<file path="src/rtl/oci_trace_capture.sv">
// oci_trace_capture
//
// Collects debug-compressed trace (DCT) frames from NUM_CH CPU OCI blocks.
// A round-robin arbiter feeds one frame per cycle into a shared
// first-word-fall-through FIFO. The host drains the FIFO through a valid/ready
// port. An end-of-test request stops intake, waits for the FIFO to drain and
// then raises a sticky completion flag.
//
// Parameters
//   NUM_CH  number of trace channels (1..8)
//   DCT_W   DCT buffer word width
//   CNT_W   DCT count width
//   DEPTH   FIFO entries (power of two, >= 2)
//   LOSSY   0: back-pressure the sources; 1: never stall, drop on conflict/full
//
// Ports
//   clk, reset_n    clock (rising edge) and asynchronous active-low reset
//   ch_valid        per-channel frame valid
//   ch_buffer       packed dct_buffer, channel i at [i*DCT_W +: DCT_W]
//   ch_count        packed dct_count, channel i at [i*CNT_W +: CNT_W]
//   ch_ready        per-channel accept (combinational, 0 while in reset)
//   rd_valid        FIFO head valid
//   rd_data         head dct_buffer
//   rd_count        head dct_count
//   rd_ch           head source channel
//   rd_ready        host pop
//   test_ending     flush request, sampled every cycle
//   test_has_ended  sticky: flush complete
//   overflow        sticky: at least one frame dropped (LOSSY=1 only)
//   drop_count      saturating dropped-frame counter
//   fill_level      current FIFO occupancy

module oci_trace_capture #(
    parameter int unsigned NUM_CH = 4,
    parameter int unsigned DCT_W  = 30,
    parameter int unsigned CNT_W  = 4,
    parameter int unsigned DEPTH  = 16,
    parameter bit          LOSSY  = 1'b0,
    localparam int unsigned CH_W   = (NUM_CH > 1) ? $clog2(NUM_CH) : 1,
    localparam int unsigned FILL_W = $clog2(DEPTH) + 1
) (
    input  logic                    clk,
    input  logic                    reset_n,
    input  logic [NUM_CH-1:0]       ch_valid,
    input  logic [NUM_CH*DCT_W-1:0] ch_buffer,
    input  logic [NUM_CH*CNT_W-1:0] ch_count,
    output logic [NUM_CH-1:0]       ch_ready,
    output logic                    rd_valid,
    output logic [DCT_W-1:0]        rd_data,
    output logic [CNT_W-1:0]        rd_count,
    output logic [CH_W-1:0]         rd_ch,
    input  logic                    rd_ready,
    input  logic                    test_ending,
    output logic                    test_has_ended,
    output logic                    overflow,
    output logic [15:0]             drop_count,
    output logic [FILL_W-1:0]       fill_level
);

    localparam int unsigned AW = $clog2(DEPTH);
    localparam int unsigned EW = DCT_W + CNT_W + CH_W;

    typedef enum logic [1:0] {
        StRun,
        StFlush,
        StEnded
    } state_e;

    state_e            state_q;
    logic              ended_q;
    logic [AW-1:0]     wr_ptr_q;
    logic [AW-1:0]     rd_ptr_q;
    logic [FILL_W-1:0] fill_q;
    logic [EW-1:0]     mem_q [DEPTH];
    logic [CH_W-1:0]   rr_ptr_q;
    logic [15:0]       drop_q;
    logic              ovf_q;

    logic              run;
    logic              full;
    logic              push;
    logic              pop;
    logic [NUM_CH-1:0] elig;
    logic [NUM_CH-1:0] zero_cnt;
    logic              found;
    logic [CH_W-1:0]   winner;
    logic [EW-1:0]     wr_entry;
    logic [EW-1:0]     head;
    logic [15:0]       drop_inc;
    logic [16:0]       drop_sum;

    // Intake is only open in RUN; reset gating keeps ch_ready low while reset_n=0.
    assign run  = (state_q == StRun) && reset_n;
    assign full = (fill_q == FILL_W'(DEPTH));

    // A frame with a zero count carries no trace and is never stored.
    always_comb begin
        elig     = '0;
        zero_cnt = '0;
        for (int unsigned i = 0; i < NUM_CH; i++) begin
            elig[i]     = ch_valid[i] && (ch_count[i*CNT_W +: CNT_W] != '0);
            zero_cnt[i] = ch_valid[i] && (ch_count[i*CNT_W +: CNT_W] == '0);
        end
    end

    // Round-robin search: first eligible channel at or after rr_ptr, with wrap.
    always_comb begin
        int unsigned idx;
        idx    = 0;
        found  = 1'b0;
        winner = '0;
        for (int unsigned k = 0; k < NUM_CH; k++) begin
            idx = 32'(rr_ptr_q) + k;
            if (idx >= NUM_CH) begin
                idx = idx - NUM_CH;
            end
            if (!found && elig[idx[CH_W-1:0]]) begin
                found  = 1'b1;
                winner = idx[CH_W-1:0];
            end
        end
    end

    always_comb begin
        ch_ready = '0;
        if (run) begin
            if (LOSSY) begin
                ch_ready = '1;
            end else begin
                ch_ready = zero_cnt;
                if (found && !full) begin
                    ch_ready[winner] = 1'b1;
                end
            end
        end
    end

    // Full is judged on the pre-pop occupancy, so a pop never frees a slot
    // for a push in the same cycle.
    assign push = run && found && !full;
    assign pop  = rd_valid && rd_ready;

    // In lossy mode every eligible frame not stored this cycle is lost.
    always_comb begin
        drop_inc = '0;
        if (LOSSY && run) begin
            drop_inc = 16'($countones(elig)) - 16'(push);
        end
    end

    assign drop_sum = {1'b0, drop_q} + {1'b0, drop_inc};

    assign wr_entry = {ch_buffer[32'(winner)*DCT_W +: DCT_W],
                       ch_count[32'(winner)*CNT_W +: CNT_W],
                       winner};

    // Storage array carries no reset; the read side masks stale contents.
    always_ff @(posedge clk) begin
        if (push) begin
            mem_q[wr_ptr_q] <= wr_entry;
        end
    end

    always_ff @(posedge clk or negedge reset_n) begin
        if (!reset_n) begin
            wr_ptr_q <= '0;
            rd_ptr_q <= '0;
            fill_q   <= '0;
            rr_ptr_q <= '0;
            drop_q   <= '0;
            ovf_q    <= 1'b0;
        end else begin
            if (push) begin
                wr_ptr_q <= wr_ptr_q + 1'b1;
                rr_ptr_q <= (32'(winner) == NUM_CH - 1) ? '0 : winner + 1'b1;
            end
            if (pop) begin
                rd_ptr_q <= rd_ptr_q + 1'b1;
            end
            fill_q <= fill_q + FILL_W'(push) - FILL_W'(pop);
            if (drop_inc != '0) begin
                drop_q <= drop_sum[16] ? 16'hFFFF : drop_sum[15:0];
                ovf_q  <= 1'b1;
            end
        end
    end

    // End-of-test sequencing. FLUSH checks emptiness at the edge itself, so an
    // already-empty FIFO ends one edge after the request.
    always_ff @(posedge clk or negedge reset_n) begin
        if (!reset_n) begin
            state_q <= StRun;
            ended_q <= 1'b0;
        end else begin
            unique case (state_q)
                StRun: begin
                    if (test_ending) begin
                        state_q <= StFlush;
                    end
                end
                StFlush: begin
                    if (fill_q == '0) begin
                        state_q <= StEnded;
                        ended_q <= 1'b1;
                    end
                end
                StEnded: begin
                    state_q <= StEnded;
                end
                default: begin
                    state_q <= StRun;
                end
            endcase
        end
    end

    assign head     = mem_q[rd_ptr_q];
    assign rd_valid = (fill_q != '0);
    assign rd_data  = rd_valid ? head[EW-1 -: DCT_W]   : '0;
    assign rd_count = rd_valid ? head[CH_W +: CNT_W]   : '0;
    assign rd_ch    = rd_valid ? head[CH_W-1:0]        : '0;

    assign test_has_ended = ended_q;
    assign overflow       = ovf_q;
    assign drop_count     = drop_q;
    assign fill_level     = fill_q;

endmodule

</file>
<file path="config.mk">
export PLATFORM = sky130hd
export DESIGN_NAME = oci_trace_capture
export DESIGN_NICKNAME = d
export VERILOG_FILES = /design/src/rtl/oci_trace_capture.sv
export SDC_FILE = /design/constraint.sdc
export NUM_CORES = 1
export LEC_CHECK = 0
export CORE_UTILIZATION = 50
export CTS_CLUSTER_SIZE = 40
export DETAILED_ROUTE_END_ITERATION = 16
export GPL_ROUTABILITY_DRIVEN = 0
export PLACE_DENSITY = 0.71
export SETUP_SLACK_MARGIN = 0.02
export SLEW_MARGIN = 25
export SYNTH_ARGS = -nofsm -noshare
export SYNTH_HDL_FRONTEND = slang
export SYNTH_SLANG_ARGS = --single-unit
</file>
<file path="constraint.sdc">
create_clock -name clk -period 7.5 [get_ports clk]
set_clock_uncertainty 0.05 [all_clocks]
set_input_delay 1.125 -clock clk [delete_from_list [all_inputs] [get_ports clk]]
set_output_delay 1.125 -clock clk [all_outputs]
set_load 0.01 [all_outputs]
</file>
==> results.sh, run 1 <==
export IMPL_dr_total_vias=11420
export IMPL_fp_coreArea_sq_um=47700
export IMPL_min_path_cells=1
export IMPL_r2r_end="fill_level[4]"
export IMPL_fin_crit_ns=5.30
export IMPL_place_port_buffers=190
export IMPL_leakage_uw=0.00913
export IMPL_grt_ovfl_total=0
export IMPL_netlist_area_sq_um=24200
export IMPL_synth_ff_type="edfxtp_1"
export IMPL_finalCritPeriodShare_pct=70.6
export IMPL_worst_slew_pin_transition_ns=0.988
export IMPL_track_usage_pct=20.6
export IMPL_multiInputGateArea_sq_um=6100
export IMPL_synth_edf_count=576
export IMPL_fin_nets=1414
export IMPL_rsz0062_at_grt="false"
export IMPL_ant_nets=0
export IMPL_clk_latency_ns=0.57
export IMPL_p_int_uw=7820
export IMPL_status="completed"
export IMPL_finalCoreUtilization_pct=60.1
export IMPL_die_w_microns=222
export IMPL_ys_ff_latch=594
export IMPL_areaGrowthSynthToFinish_pct=18.7
export IMPL_fillers=3234
export IMPL_hp_class="reg -> reg"
export IMPL_maxSlewViolCount=0
export IMPL_cts_buffer_depth=3
export IMPL_clk_pin_slew_ns=0.06
export IMPL_cts_tree="done"
export IMPL_synth_distinct_cells=46
export IMPL_pwr_share_seq_pct=42.0
export IMPL_finalPower_uw=10900
export IMPL_setup_tns_final_ns=0
export IMPL_ctsResizeCount=0
export IMPL_clockPowerShare_pct=26.3
export IMPL_fin_ws_ns=2.20
export IMPL_routedWlPerCell_microns=25.9
export IMPL_post_place_ws_ns=2.16
export IMPL_grt_max_degree=98
export IMPL_synth_area_top_cells="edfxtp_1 72%, mux4_2 20%, dfrtp_1 1.9%"
export IMPL_crit_type="in -> out"
export IMPL_antennaDiodeCount=0
export IMPL_max_freq_mhz=189
export IMPL_io_pins=208
export IMPL_ys_warn_count=0
export IMPL_hold_viol_final=0
export IMPL_die_h_microns=222
export IMPL_crit_path_end_kind="output pin"
export IMPL_cts_hold_buf=0
export IMPL_syn_inst=1032
export IMPL_rows=80
export IMPL_grt_pass1_wl_microns=74800
export IMPL_clock_root_buffer="clkbuf_16"
export IMPL_async_flop_share_pct=3.03
export IMPL_vias_per_cell=5.97
export IMPL_drc_errors=0
export IMPL_drtIter0Drc=1245
export IMPL_yosys_area_top_type="edfxtp_1"
export IMPL_drive_gt1_share_pct=26.9
export IMPL_initial_core_util_pct=50.6
export IMPL_final_common_cell="edfxtp_1"
export IMPL_mostFrequentLayoutCells="576 x edfxtp_1, 210 x mux4_2, 190 x clkdlybuf4s50_1"
export IMPL_r2r_start="fill_level[2]"
export IMPL_dr_pass1_iters=5
export IMPL_antenna_found_initial=1
export IMPL_required_ns=6.32
export IMPL_critPathMaxFanout=11
export IMPL_seq_area_sq_um=17800
export IMPL_cts_sinks=594
export IMPL_dp_hpwl_microns=26900
export IMPL_reg2reg_slack_ns=3.83
export IMPL_timing_critical_path_from="ch_count[1]"
export IMPL_cts_made_buffers=58
export IMPL_reg2reg_depth=14
export IMPL_p_switching_uw=3110
export IMPL_p_comb_share_pct=31.7
export IMPL_netlist_area_leader_share_pct=71.5
export IMPL_post_cts_buffers=0
export IMPL_arrival_ns=4.12
export IMPL_ys_seq_area_share_pct=73.4
export IMPL_slew_limit_headroom_pct=34.1
export IMPL_grt_pass1_vias=11954
export IMPL_maxCapViolations=0
export IMPL_htreeDepth=2
export IMPL_routed_wl_microns=49600
export IMPL_irDropWorstVdd_v=0.000271
export IMPL_setup_violations=0
export IMPL_start_kind="input pin"
export IMPL_synth_area_per_cell_sq_um=23.4
export IMPL_dieArea_sq_um=49200
export IMPL_worstHoldStart="rd_ptr_q[3]"
export IMPL_swShare_pct=28.5
export IMPL_cellPowerDensity_nw_per_um2=381
export IMPL_hold_end="rd_ptr_q[3]"
through the flow:
step | instances | hold slack, ns | instance area (sq um)
3_3_place_gp | 1806 | 0.409 | 26800
3_5_place_dp | 1806 | 0.409 | 26800
5_1_grt | 1914 | 0.435 | 28700
4_1_cts | 1914 | 0.421 | 28700
2_1_floorplan | 1048 | 0.463 | 24200
6_report | 1914 | 0.418 | 28700
cell type report:
type	count	share of cell area (%)
clock buffer	71	5.30
inverter	17	0.222
clock inverter	37	1.30
timing repair buffer	215	7.37
tap	615	2.68
sequential	594	61.9
multi-input combinational	365	21.2
state kept, by name, summed over array words and instances, names as in the netlist:
register and count:
fill_level 5, mem_q 576, rd_ptr_q 4, rr_ptr_q 2, state_q 2, test_has_ended 1
wr_ptr_q 4
synthesized netlist by cell type, drive strengths merged (2+ instances only):
master,count
a21oi,3
a32o,4
and2,41
and4,4
and4b,8
buf,39
clkbuf,32
dfrtp,18
edfxtp,576
ha,18
inv,17
mux4,214
nand2,4
nand3,3
nand4,3
nor2,2
nor4,4
nor4b,4
o21ai,5
o21bai,2
o41ai,4
xnor2,7
xor2,3
worst max-delay path by stage:
stage | end | cells after the start | slack, ns
floorplan | mem_q[0][0] | 5 | 1.36
global route | ch_ready[2] | 6 | 1.96
detailed placement | ch_ready[3] | 8 | 2.16
finish | ch_ready[3] | 8 | 2.20
global placement | ch_ready[3] | 8 | 2.19
CTS | ch_ready[3] | 8 | 2.15
power groups by stage:
stage          Combinational, uW  Sequential, uW  Clock (uW)
5_1_grt                     3730            4630        3040
3_3_place_gp                3470            4650           0
2_1_floorplan               2470            4420           0
6_report                    3460            4590        2880
3_5_place_dp                3530            4670           0
4_1_cts                     3540            4600        2920
routing by layer:
metal	global-route usage, %	up-vias	part of all wire [%]
met5	0	-	0
met4	5.20	0	2.0
met3	3.60	71	6.9
met2	32.8	416	49
met1	29.8	6088	42
li1	-	4845	-
critical path: stages:
cell and delay (ns):
clkdlybuf4s50_1 0.50, o41ai_4 0.54, o21ai_1 0.16, a221oi_4 0.55, buf_4 0.37, ha_1 0.21, a32o_1 0.13, clkdlybuf4s50_1 0.53
cell families (layout without fill, tap and decap cells):
| kind of cell | count (synthesis) | in the layout | synth area share (%) |
|---|---|---|---|
| flip-flops | 594 | 594 | 73.4 |
| other | 1 | 17 | 0.0155 |
| AO/OA/AOI/OAI | 26 | 26 | 1.21 |
| XOR/XNOR | 10 | 10 | 0.362 |
| adder cells (fa/ha/maj) | 19 | 19 | 1.01 |
| multiplexers | 215 | 215 | 20.0 |
| AND/OR/NAND/NOR | 78 | 78 | 2.16 |
| buffers and inverters | 89 | 340 | 1.79 |
(Power assumes the default switching activity.)
==> run 2: changes to the inputs <==
--- a/config.mk
+++ b/config.mk
@@ -9,7 +9,7 @@
 export CTS_CLUSTER_SIZE = 40
 export DETAILED_ROUTE_END_ITERATION = 16
 export GPL_ROUTABILITY_DRIVEN = 0
-export PLACE_DENSITY = 0.71
+export PLACE_DENSITY = 0.73
 export SETUP_SLACK_MARGIN = 0.02
 export SLEW_MARGIN = 25
 export SYNTH_ARGS = -nofsm -noshare
==> constraint.sdc (replaced) <==
create_clock -name clk -period 4.3 [get_ports clk]
set_clock_uncertainty 0.05 [all_clocks]
set_input_delay 0.645 -clock clk [delete_from_list [all_inputs] [get_ports clk]]
set_output_delay 0.645 -clock clk [all_outputs]
set_load 0.01 [all_outputs]
==> run 2 against run 1 <==
Via count is 3.4% higher. First-iteration DRC count is 6.9% lower. Non-clock buffer count is 27 higher. Critical path depth stayed put. Highest routed layer unchanged. Final cell count is 1.1% higher. Worst setup slack worse by 2.0 ns.
==> results.sh, run 2 (same netlist as run 1, synthesis figures left out) <==
export IMPL_status="completed"
export IMPL_routed_top_layer="met4"
export IMPL_io_pins=208
export IMPL_fp_coreArea_sq_um=47700
export IMPL_rsz0062_at_grt="false"
export IMPL_place_port_buffers=190
export IMPL_top_register="mem_q"
export IMPL_placed_cell_area_sq_um=27100
export IMPL_start_kind="input pin"
export IMPL_hold_viol_final=0
export IMPL_r2r_start="fill_level[2]"
export IMPL_required_ns=3.61
export IMPL_cpLargestDelayFamily="compound AO/OA/AOI/OAI gates"
export IMPL_worst_path_buf_inv=3
export IMPL_final_common_cell="edfxtp_1"
export IMPL_mostFrequentLayoutCells="576 x edfxtp_1, 210 x mux4_2, 190 x clkdlybuf4s50_1"
export IMPL_largest_reg_flops=576
export IMPL_slowest_delay_ns=0.54
export IMPL_track_usage_pct=22.5
export IMPL_drtIter0Drc=1159
export IMPL_initial_core_util_pct=50.6
export IMPL_finalCritPeriodShare_pct=94.7
export IMPL_hp_class="in -> async"
export IMPL_areaGrowthSynthToFinish_pct=19.4
export IMPL_routed_wl_microns=53900
export IMPL_routedWlPerCell_microns=27.9
export IMPL_multiInputGateArea_sq_um=6110
export IMPL_cts_tree="done"
export IMPL_cp_slowest_cell="a2111oi_4"
export IMPL_dr_wl_met3_microns=3780
export IMPL_leakage_uw=0.00925
export IMPL_antenna_found_initial=0
export IMPL_ant_nets=0
export IMPL_slew_limit_headroom_pct=54.1
export IMPL_finalPower_uw=19100
export IMPL_cellPowerDensity_nw_per_um2=661
export IMPL_fillers=3257
export IMPL_seq_area_sq_um=17800
export IMPL_fin_crit_ns=4.07
export IMPL_dp_hpwl_microns=30600
export IMPL_irDropWorstVdd_v=0.000461
export IMPL_drc_errors=0
export IMPL_clk_latency_ns=0.61
export IMPL_setup_tns_final_ns=0
export IMPL_worst_slew_pin_transition_ns=0.688
export IMPL_cts_buffer_depth=3
export IMPL_cts_made_buffers=57
export IMPL_maxCapViolations=0
export IMPL_antennaDiodeCount=0
export IMPL_die_w_microns=222
export IMPL_grt_ovfl_total=0
export IMPL_clock_root_buffer="clkbuf_16"
export IMPL_design_area_sq_um=28900
export IMPL_wl_met2_microns=27400
export IMPL_cpMostUsedCell="clkdlybuf4s50_1"
export IMPL_reg2reg_slack_ns=1.20
export IMPL_finalCoreUtilization_pct=60.5
export IMPL_dr_pass1_iters=4
export IMPL_grt_max_degree=59
export IMPL_crit_path_cell_trace="clkdlybuf4s50_1 > o41ai_4 > o22ai_2 > a2111oi_4 > inv_2 > ha_1 > a32o_1 > clkdlybuf4s50_1"
export IMPL_whs_ns=0.359
export IMPL_htreeDepth=2
export IMPL_maxSlewViolCount=0
export IMPL_grt_pass1_wl_microns=80200
export IMPL_drive_gt1_share_pct=28.2
export IMPL_crit_path_end_kind="output pin"
export IMPL_reg2reg_depth=13
export IMPL_max_freq_mhz=246
export IMPL_setup_violations=0
export IMPL_cts_sinks=594
export IMPL_rows=80
export IMPL_fin_nets=1440
export IMPL_die_h_microns=222
export IMPL_dr_total_vias=11807
export IMPL_dieArea_sq_um=49200
export IMPL_arrival_ns=3.38
export IMPL_r2r_end="fill_level[4]"
export IMPL_clk_pin_slew_ns=0.06
export IMPL_m1WireLength_microns=21600
export IMPL_grt_pass1_vias=12418
export IMPL_critPathMaxFanout=5
export IMPL_crit_type="in -> out"
export IMPL_vias_per_cell=6.10
-- run 2: cell count changes in the layout (fill, tap and decap cells not counted), sizes merged --
| cell | previous run | this run |
|---|---|---|
| buf | 25 | 52 |
| bufinv | 7 | 1 |
| clkbuf | 71 | 76 |
| clkinvlp | 6 | 1 |
-- run 2: how the worst max path moves through the flow --
stage	from	endpoint	slack, ns	cells past startpoint
final	ch_count[9]	ch_ready[0]	0.23	8
after global placement	ch_count[9]	ch_ready[2]	0.29	8
after global routing	ch_count[8]	ch_ready[0]	0.09	8
after CTS	rd_ptr_q[0]	rd_data[8]	0.06	5
after detailed placement	ch_count[8]	mem_q[3][5]	0.21	6
after floorplan	fill_level[2]	mem_q[1][0]	-1.36	6
-- run 2: report_power, final --
part	total (uW)	internal (uW)	switching, uW
combinational	6530	3400	3120
clock	4670	2630	2040
sequential	7880	7480	407
total	19100	13500	5570
-- run 2: metal layers --
metal / vias to the layer above / global-route usage, %
li1: 4896 / -
met1: 6299 / 31.0
met2: 528 / 37.2
met3: 84 / 3.96
met4: 0 / 7.03
met5: - / 0
-- run 2: area by class of cell --
type,count,share of cell area [%]
clock buffer,76,5.47
clock inverter,26,0.546
multi-input combinational,365,21.1
tap,615,2.67
inverter,17,0.221
timing repair buffer,242,8.43
sequential,594,61.5
-- run 2: repair_timing --
item                       in CTS  in global routing
hold buffers                    0                  0
resized for setup               1                  0
buffers inserted                0                  8
pin swaps                       0                  0
setup endpoints to repair       1                  8
-- run 2: metrics by stage --
stage	cells	setup slack, ns
2_1_floorplan	1048	-1.36
3_3_place_gp	1825	0.285
3_5_place_dp	1825	0.206
4_1_cts	1927	0.0559
5_1_grt	1935	0.0891
6_report	1935	0.229
